`config.mk`:
```
export PLATFORM = sky130hd
export DESIGN_NAME = inst_encoder_loader_flat
export DESIGN_NICKNAME = d
export VERILOG_FILES = /design/src/rtl/inst_encoder_loader_if.sv /design/src/rtl/inst_encoder_loader.sv /design/src/flat_wrapper.sv
export SDC_FILE = /design/constraint.sdc
export NUM_CORES = 1
export LEC_CHECK = 0
export CAP_MARGIN = 10
export CELL_PAD_IN_SITES_DETAIL_PLACEMENT = 1
export CELL_PAD_IN_SITES_GLOBAL_PLACEMENT = 1
export CORE_MARGIN = 8
export CORE_UTILIZATION = 31
export CTS_BUF_LIST = sky130_fd_sc_hd__clkbuf_16
export DETAILED_ROUTE_END_ITERATION = 10
export PLACE_DENSITY = 0.82
export SLEW_MARGIN = 20
export SYNTH_ARGS = -nofsm -noshare
export SYNTH_HDL_FRONTEND = slang
export SYNTH_SLANG_ARGS = --single-unit
```
`constraint.sdc`:
```
create_clock -name clk -period 3.15 [get_ports clk]
set_clock_uncertainty 0.1 [all_clocks]
set_input_delay 0.315 -clock clk [delete_from_list [all_inputs] [get_ports clk]]
set_output_delay 0.315 -clock clk [all_outputs]
set_load 0.02 [all_outputs]
```
`src/rtl/inst_encoder_loader_if.sv`:
```
// inst_encoder_loader_if: field-bundle input handshake plus imem write port and load status
interface inst_encoder_loader_if #(parameter int ADDR_W = 10);
  logic              in_valid;
  logic              in_ready;
  logic [2:0]        in_fmt;
  logic [6:0]        in_opcode;
  logic [2:0]        in_funct3;
  logic [6:0]        in_funct7;
  logic [4:0]        in_rs1;
  logic [4:0]        in_rs2;
  logic [4:0]        in_rd;
  logic [31:0]       in_imm;
  logic              in_last;
  logic              imem_we;
  logic [ADDR_W-1:0] imem_addr;
  logic [31:0]       imem_wdata;
  logic [ADDR_W:0]   word_count;
  logic              done;
  logic              err;
  modport slave (
    input  in_valid, in_fmt, in_opcode, in_funct3, in_funct7, in_rs1, in_rs2, in_rd, in_imm, in_last,
    output in_ready, imem_we, imem_addr, imem_wdata, word_count, done, err
  );
  modport master (
    output in_valid, in_fmt, in_opcode, in_funct3, in_funct7, in_rs1, in_rs2, in_rd, in_imm, in_last,
    input  in_ready, imem_we, imem_addr, imem_wdata, word_count, done, err
  );
endinterface

```
`src/rtl/inst_encoder_loader.sv`:
```
// inst_encoder_loader: packs RV32I field bundles into words, writes them to imem, appends a halt word
module inst_encoder_loader #(
  parameter int ADDR_W    = 10,
  parameter int BASE_ADDR = 0,
  parameter int MAX_WORDS = 1024
) (
  input logic clk,
  input logic rst,
  inst_encoder_loader_if.slave bus
);
  localparam logic [1:0] LOAD = 2'd0;
  localparam logic [1:0] TERM = 2'd1;
  localparam logic [1:0] DONE = 2'd2;
  localparam logic [1:0] ERR  = 2'd3;
  localparam logic [ADDR_W-1:0] BASE      = ADDR_W'(BASE_ADDR);
  localparam logic [ADDR_W-1:0] LAST_SLOT = ADDR_W'(BASE_ADDR + MAX_WORDS - 1);
  logic [1:0]        state_q, state_d;
  logic              we_q, we_d;
  logic [ADDR_W-1:0] addr_q, addr_d, ptr_q, ptr_d;
  logic [31:0]       wdata_q, wdata_d, enc;
  logic [ADDR_W:0]   cnt_q, cnt_d;
  logic              acc, bad;
  always_comb begin
    enc = bus.in_fmt == 3'd0 ? {bus.in_funct7, bus.in_rs2, bus.in_rs1, bus.in_funct3, bus.in_rd, bus.in_opcode} :
          bus.in_fmt == 3'd1 ? {bus.in_imm[11:0], bus.in_rs1, bus.in_funct3, bus.in_rd, bus.in_opcode} :
          bus.in_fmt == 3'd2 ? {bus.in_imm[11:5], bus.in_rs2, bus.in_rs1, bus.in_funct3, bus.in_imm[4:0], bus.in_opcode} :
          bus.in_fmt == 3'd3 ? {bus.in_imm[12], bus.in_imm[10:5], bus.in_rs2, bus.in_rs1, bus.in_funct3,
                                bus.in_imm[4:1], bus.in_imm[11], bus.in_opcode} :
          bus.in_fmt == 3'd4 ? {bus.in_imm[31:12], bus.in_rd, bus.in_opcode} :
                               {bus.in_imm[20], bus.in_imm[10:1], bus.in_imm[11], bus.in_imm[19:12], bus.in_rd, bus.in_opcode};
    acc = bus.in_valid && state_q == LOAD;
    // the top slot is kept for the halt word, so any bundle landing there is an overflow
    bad = bus.in_fmt > 3'd5 || ((bus.in_fmt == 3'd3 || bus.in_fmt == 3'd5) && bus.in_imm[0]) || ptr_q == LAST_SLOT;
    state_d = acc ? (bad ? ERR : bus.in_last ? TERM : LOAD) : state_q == TERM ? DONE : state_q;
    we_d    = (acc && !bad) || state_q == TERM;
    addr_d  = we_d ? ptr_q : addr_q;
    ptr_d   = ptr_q + {{(ADDR_W-1){1'b0}}, we_d};
    wdata_d = acc && !bad ? enc : state_q == TERM ? 32'h0 : wdata_q;
    cnt_d   = cnt_q + {{ADDR_W{1'b0}}, we_d};
  end
  always_ff @(posedge clk) begin
    if (rst) begin
      state_q <= LOAD;
      we_q    <= 1'b0;
      addr_q  <= BASE;
      ptr_q   <= BASE;
      wdata_q <= 32'h0;
      cnt_q   <= '0;
    end else begin
      state_q <= state_d;
      we_q    <= we_d;
      addr_q  <= addr_d;
      ptr_q   <= ptr_d;
      wdata_q <= wdata_d;
      cnt_q   <= cnt_d;
    end
  end
  assign bus.in_ready   = state_q == LOAD;
  assign bus.imem_we    = we_q;
  assign bus.imem_addr  = addr_q;
  assign bus.imem_wdata = wdata_q;
  assign bus.word_count = cnt_q;
  assign bus.done       = state_q == DONE;
  assign bus.err        = state_q == ERR;
endmodule
```
`src/flat_wrapper.sv`:
```
// flat-port wrapper written by rule: the top's interface ports become plain ports
module inst_encoder_loader_flat 
#(
  parameter int ADDR_W    = 10,
  parameter int BASE_ADDR = 0,
  parameter int MAX_WORDS = 1024
)
  (clk, rst, bus_in_valid, bus_in_fmt, bus_in_opcode, bus_in_funct3, bus_in_funct7, bus_in_rs1, bus_in_rs2, bus_in_rd, bus_in_imm, bus_in_last, bus_in_ready, bus_imem_we, bus_imem_addr, bus_imem_wdata, bus_word_count, bus_done, bus_err);
  inst_encoder_loader_if #(.ADDR_W(ADDR_W)) bus_i ();
  input logic clk;
  input logic rst;
  input wire logic [$bits(bus_i.in_valid)-1:0] bus_in_valid;
  input wire logic [$bits(bus_i.in_fmt)-1:0] bus_in_fmt;
  input wire logic [$bits(bus_i.in_opcode)-1:0] bus_in_opcode;
  input wire logic [$bits(bus_i.in_funct3)-1:0] bus_in_funct3;
  input wire logic [$bits(bus_i.in_funct7)-1:0] bus_in_funct7;
  input wire logic [$bits(bus_i.in_rs1)-1:0] bus_in_rs1;
  input wire logic [$bits(bus_i.in_rs2)-1:0] bus_in_rs2;
  input wire logic [$bits(bus_i.in_rd)-1:0] bus_in_rd;
  input wire logic [$bits(bus_i.in_imm)-1:0] bus_in_imm;
  input wire logic [$bits(bus_i.in_last)-1:0] bus_in_last;
  output wire logic [$bits(bus_i.in_ready)-1:0] bus_in_ready;
  output wire logic [$bits(bus_i.imem_we)-1:0] bus_imem_we;
  output wire logic [$bits(bus_i.imem_addr)-1:0] bus_imem_addr;
  output wire logic [$bits(bus_i.imem_wdata)-1:0] bus_imem_wdata;
  output wire logic [$bits(bus_i.word_count)-1:0] bus_word_count;
  output wire logic [$bits(bus_i.done)-1:0] bus_done;
  output wire logic [$bits(bus_i.err)-1:0] bus_err;
  assign bus_i.in_valid = bus_in_valid;
  assign bus_i.in_fmt = bus_in_fmt;
  assign bus_i.in_opcode = bus_in_opcode;
  assign bus_i.in_funct3 = bus_in_funct3;
  assign bus_i.in_funct7 = bus_in_funct7;
  assign bus_i.in_rs1 = bus_in_rs1;
  assign bus_i.in_rs2 = bus_in_rs2;
  assign bus_i.in_rd = bus_in_rd;
  assign bus_i.in_imm = bus_in_imm;
  assign bus_i.in_last = bus_in_last;
  assign bus_in_ready = bus_i.in_ready;
  assign bus_imem_we = bus_i.imem_we;
  assign bus_imem_addr = bus_i.imem_addr;
  assign bus_imem_wdata = bus_i.imem_wdata;
  assign bus_word_count = bus_i.word_count;
  assign bus_done = bus_i.done;
  assign bus_err = bus_i.err;
  inst_encoder_loader #(.ADDR_W(ADDR_W), .BASE_ADDR(BASE_ADDR), .MAX_WORDS(MAX_WORDS)) u_core (.clk(clk), .rst(rst), .bus(bus_i));
endmodule
```
== After elaboration in Yosys (flattened, before gate mapping) ==
Cells that the tools add are included.

* Logic and storage cells: 41
* Register bits after elaboration: 66

* Order comparisons: 1
* Muxes and demuxes: 11
* Reductions and logical operators: 12
* Equality and inequality tests: 9
* $add $sub $neg: 2

{| class="wikitable"
|+ Operators by type and width
! operator !! count
|-
| $mux 32 || 7
|-
| $add 11x1->11 || 1
|-
| $add 10x1->10 || 1
|-
| $eq 10x10->1 const B || 1
|-
| $eq 3x2->1 const B || 2
|-
| $eq 3x3->1 const B || 2
|-
| $mux 2 || 3
|-
| $eq 2x2->1 const B || 2
|-
| $logic_or 1x1->1 || 4
|-
| $reduce_bool 2->1 || 2
|-
| $eq 3x1->1 const B || 1
|-
| $gt 3x3->1 const B || 1
|-
| $logic_and 1x1->1 || 3
|-
| $logic_not 3->1 || 1
|-
| $eq 2x1->1 const B || 1
|-
| $logic_not 2->1 || 1
|-
| $logic_not 1->1 || 1
|-
| $mux 1 || 1
|}

== Longest topological paths before layout ==
Gate-level depths: netlist of the first run.

* Depth after elaboration: 9
* Mapped depth: 11
* Gate-level depth less buffers: 10

== Worst setup path before layout of the first run ==
No wires, ideal clock.

* Kind: input-to-reg
* Start point: input bus_in_fmt[1]
* End point: register u_core.cnt_q[10], in the netlist u_core.bus.word_count[10]
* Required time: 2979 ps
* Arrival: 2186 ps
* Setup time: 71 ps
* Slack: 794 ps
* Cell stages on the path: 10
* Cell sequence: o211ai_1 > nand2b_4 > o31a_2 > buf_6 > inv_1 > ha_1 > ha_1 > nand4_1 > or3_1 > a21oi_1

* Cells in the longest elaborated chain, start to end: 9
* Elaborated cells between the ends (all ways): 11
* Those cells by class: add/sub: 1; order compare: 1; eq/ne: 2; reduce/logical: 7

{| class="wikitable"
|+ Ends and longest elaborated chain
! item !! line !! text
|-
| from (decl) || flat_wrapper.sv:13 || <nowiki>input wire logic [$bits(bus_i.in_fmt)-1:0] bus_in_fmt;</nowiki>
|-
| branches (longest 3 deep; another with $gt 3x3->1) || -- ||
|-
| $logic_or 1x1->1 (*) (2 in a row) || inst_encoder_loader.sv:33 || <nowiki>bad = bus.in_fmt > 3'd5 || ((bus.in_fmt == 3'd3 || bus.in_fmt == 3'd5) && bus.in_imm[0]) || ptr_q == LAST_SLOT ...</nowiki>
|-
| $logic_not 1->1 (*) || inst_encoder_loader.sv:35 || <nowiki>we_d = (acc && !bad) || state_q == TERM;</nowiki>
|-
| $logic_and 1x1->1 (*) || inst_encoder_loader.sv:35 ||
|-
| $logic_or 1x1->1 (*) || inst_encoder_loader.sv:35 ||
|-
| named net u_core.we_d || inst_encoder_loader.sv:18 || <nowiki>logic we_q, we_d;</nowiki>
|-
| $add 11x1->11 (*) || inst_encoder_loader.sv:39 || <nowiki>cnt_d = cnt_q + {{ADDR_W{1'b0}}, we_d};</nowiki>
|-
| to (signal assigned) || inst_encoder_loader.sv:55 || <nowiki>cnt_q <= cnt_d;</nowiki>
|-
| to (decl) || inst_encoder_loader.sv:21 || <nowiki>logic [ADDR_W:0] cnt_q, cnt_d;</nowiki>
|}

Mark *: on every way through the listed nets, which the timed path passes.
A chain may end at the register's enable or synchronous reset.

== Worst setup path in the final report of the first run ==
Ends and elaborated chain as after synthesis.

==> results of run 1 <==
==> cell families after synthesis <==
| kind of cell | share of synthesized area, % |
|---|---|
| xor+xnor | 4.410 |
| buf+inv | 4.830 |
| fa+ha+maj | 1.680 |
| compound gates | 15.54 |
| mux | 12.94 |
| flops | 44.35 |
| simple gates | 16.25 |
==> report_power, final <==
part	internal, W	switching, W
combinational	0.000212	0.000182
clock	0.000596	0.000346
sequential	0.000875	0.0000233
==> registers in the layout, summed over array words and instances, names as in the netlist <==
register and cells:
u_core.bus.imem_wdata 32, u_core.bus.word_count 11, u_core.bus.imem_addr 10, u_core.ptr_q 10
u_core.state_q 2, u_core.bus.imem_we 1
==> final timing paths <==
| kind | startpoint | to | slack, ps | cells past startpoint |
|---|---|---|---|---|
| worst min-delay path | u_core.bus.imem_wdata[14]$_SDFFE_PP0N_ | u_core.bus.imem_wdata[14]$_SDFFE_PP0N_ | 360 | 1 |
| worst min register to register | u_core.bus.imem_wdata[14]$_SDFFE_PP0N_ | u_core.bus.imem_wdata[14]$_SDFFE_PP0N_ | 360 | 1 |
| worst max-delay path | bus_in_fmt[1] | u_core.bus.word_count[10]$_SDFF_PP0_ | 460 | 10 |
| worst max register to register | u_core.ptr_q[3]$_SDFF_PP0_ | u_core.bus.word_count[10]$_SDFF_PP0_ | 710 | 9 |
==> area by class of cell <==
| type | count | area (um2) | share of cell area (%) |
|---|---|---|---|
| clock buffers | 9 | 225.2 | 4.867 |
| multi-input cells | 214 | 1514 | 32.72 |
| inverters | 4 | 15.01 | 0.3245 |
| well taps | 129 | 161.4 | 3.488 |
| flip-flops and latches | 66 | 1321 | 28.56 |
| repair buffers | 136 | 1339 | 28.93 |
| clock inverters | 6 | 51.30 | 1.109 |
==> critical path: cells and delay by family <==
family	cells	cell delay, ps
AO/OA/AOI/OAI	3	780
AND/OR/NAND/NOR	3	680
buffers and inverters	2	640
adder cells (fa/ha/maj)	2	410
==> per-stage QoR <==
| stage | util (%) | hold slack, ps |
|---|---|---|
| 2_1_floorplan | - | 286.6 |
| 3_5_place_dp | 46.86 | 351.2 |
| 5_1_grt | 49.84 | 381.1 |
| 3_3_place_gp | 46.86 | 345.3 |
| 4_1_cts | 49.84 | 366.4 |
| 6_report | 49.84 | 360.6 |
==> cell usage in the layout, fill, tap and decap left out, drive strengths merged, types with 2 or more instances in the layout <==
master and count:
a21oi 9, a22o 7, a32o 5, and2 2
and3 2, buf 9, clkbuf 9, clkdlybuf4s50 127
clkinv 3, dfxtp 66, ha 4, inv 6
mux2 2, mux2i 34, nand2 32, nand2b 10
nand3 7, nand4 4, nor2 23, nor2b 6
nor3 8, o21ai 10, o22ai 4, o2bb2ai 21
or3 3, xnor2 7, xor2 8
==> routing by layer <==
layer / vias up / GRT usage, % / part of all wire (%) / wire (um)
met2: 86 / 27.48 / 49 / 4854
li1: 1338 / - / - / -
met1: 1320 / 17.27 / 43 / 4293
met5: - / 0 / 0 / 0
met4: 0 / 5.324 / 0.85 / 85
met3: 7 / 5.071 / 7.3 / 729
==> out/summary.md, run 1 <==
The run finished with clean final reports. For this design the ratio of total power to cell area is 483.1 nW/um2. The analysis attributes to cell leakage a power of 1.787 nW. Setup repair after global routing left no endpoint under its margin. Routability-driven placement finished with a final weighted congestion of 0.8580.

The tool flagged a number of max-cap violations equal to 0. The tree is rooted in a clkbuf_16. The H-tree level count was 3.

Share of flip-flops with an asynchronous set or reset: 0%. The largest driver fanout on the critical path came out at 7. Counting every sink on the clock net gives 66. Data on the critical path arrives at its endpoint at 2850 ps.

After the flow finishes, the layout carries non-filler instances totaling 564. The final worst-path setup slack was 455.1 ps. Yosys attributes the largest share of cell area to dfxtp_1 (44%), mux2i_1 (11%), o2bb2ai_1 (6.2%), nand2_1 (4.0%), nor2_1 (2.9%).

With fillers left out, the area of the finished cells amounts to 4627 um2. The synthesized area divided by synthesized cell count was 9.865 um2; the measured slew at the worst slew-check pin was 747.0 ps. The tools report the number of buffers added by the clock tree synthesis step as 9. The count of endpoints failing hold in the final timing report was 0. Global routing consumed, over all layers together, 15.62% of the routing resources. For this run the aggregate overflow at the end of global routing stands at 0. The number of nets produced by synthesis was 377.

The total of fill cells in the finished design is 1,069, and the shortest clock period the worst path allows after layout is 2695 ps. TritonCTS built the clock tree. The total number of nets in the final design was 506. The total setup violations reported at the end of the flow was 0. The number of global-route vias before repair was 3,020; the number of synthesized flops with an enable pin was 0.

The tools report the minimum setup slack after placement as 139.5 ps. The die is 114.0 um wide. Summed over all instances, the cell type with the most area after synthesis is dfxtp_1. The violation count after the first detailed-routing iteration was 80.

The run gives 37 as the number of distinct library cells after synthesis. The most numerous cell in the Yosys netlist is dfxtp_1. The total via count after detailed routing was 2,751. The number of hold buffers added after cts came out at 0.

The signal on the critical path passes through clkdlybuf4s50_1 -> o211ai_1 -> nand2b_4 -> o31a_2 -> inv_1 -> ha_1 -> ha_1 -> nand4_1 -> or3_1 -> a21oi_1. The cell that appears most often on the critical path is ha_1. For this run, the top clock speed supported by timing is 0.3711 GHz.

The worst-case IR drop observed on VDD is 0.2655 mV. The netlist area before placement came out at 2979 um2. The tools report the kind of start point of the critical path as an input port. Cell type of the slowest stage on the worst timing path: clkdlybuf4s50_1. The commonest cells after synthesis are dfxtp_1 (66), mux2i_1 (34), nand2_1 (32).

The logs give 0 for the count of synthesis-stage warnings from yosys and 2 for the maximum root-to-sink buffer count. The total area inside the core boundary comes to 9284 um2. Once the clock tree was built, the setup fixing pass inserted 0 buffers.

The post-cts gate resize count is 0, and the number of detailed-route iterations in the first pass is 4. The routed design has 9962 um of wire. Dividing the final minimum period by the clock period gives 85.55%. The number of placed instances, taps included, is 549.

Summed over all failing endpoints, the final setup total negative slack is 0 ps. After detailed routing, the number of remaining DRC violations is 0. The placed instances occupy a cell area of 4350 um2.

Compared with the post-synthesis result, the final layout area differs by 55.31%. The first global-routing pass estimated 15,990 um of wire. Top flip-flop cell by instance count after synthesis: dfxtp_1. Once detail routing completed, the nets flagged for antenna violations numbered 0. The initial standard-cell utilization of the core is 32.09%. After detailed routing, the number of vias per cell comes to 4.878.

The total power draw was 0.002235 W; the count of mapped cells out of synthesis was 302. The synthesized design devotes to its leading area cell type 44.35% of total area. The clock-pin slew reported for the worst setup and hold paths after clock tree synthesis is 50 ps. The number of antenna violations at the first check in global routing was 0. Headroom to the max-slew limit came out at 50.20%. The critical path is of the in -> reg type. Entering global routing, the biggest net connects 33 pins. The proportion of layout cells with a drive suffix above 1 was 6.667%; the height of the die was 114.0 um. Sequential elements use 44.35% of the synthesized area.

The floorplan has 35 rows. The tools report the placed wire-length estimate after detailed placement as 7515 um. For this run, the slowest stage of the critical path takes 540 ps. The required arrival time at the worst endpoint is 3300 ps.

For the worst-skew pair, the clock arrives at the later sink with an insertion delay of 320 ps. Worst hold-check path type: reg -> reg. The run gives 0 as the max-slew violation count. 128 I/O pins were placed. The antenna diode count was 0. The floorplan step defined a die boundary enclosing 13,000 um2. The flop and latch count out of synthesis was 66; the number of input and output port buffers inserted was 127. In the final routed layout, each cell accounts on average for 17.66 um.

The tools report the endpoint class of the critical path as a register.
(Power assumes the default switching activity.)
==> run 2, diff against run 1 <==
--- a/config.mk
+++ b/config.mk
@@ -11,6 +11,7 @@
 export CORE_MARGIN = 8
 export CORE_UTILIZATION = 31
 export CTS_BUF_LIST = sky130_fd_sc_hd__clkbuf_16
+export CTS_CLUSTER_SIZE = 20
 export DETAILED_ROUTE_END_ITERATION = 10
 export PLACE_DENSITY = 0.82
 export SLEW_MARGIN = 20
==> results of run 2 <==
Same layout as run 1: the final DEF is identical, and so are final timing and power.
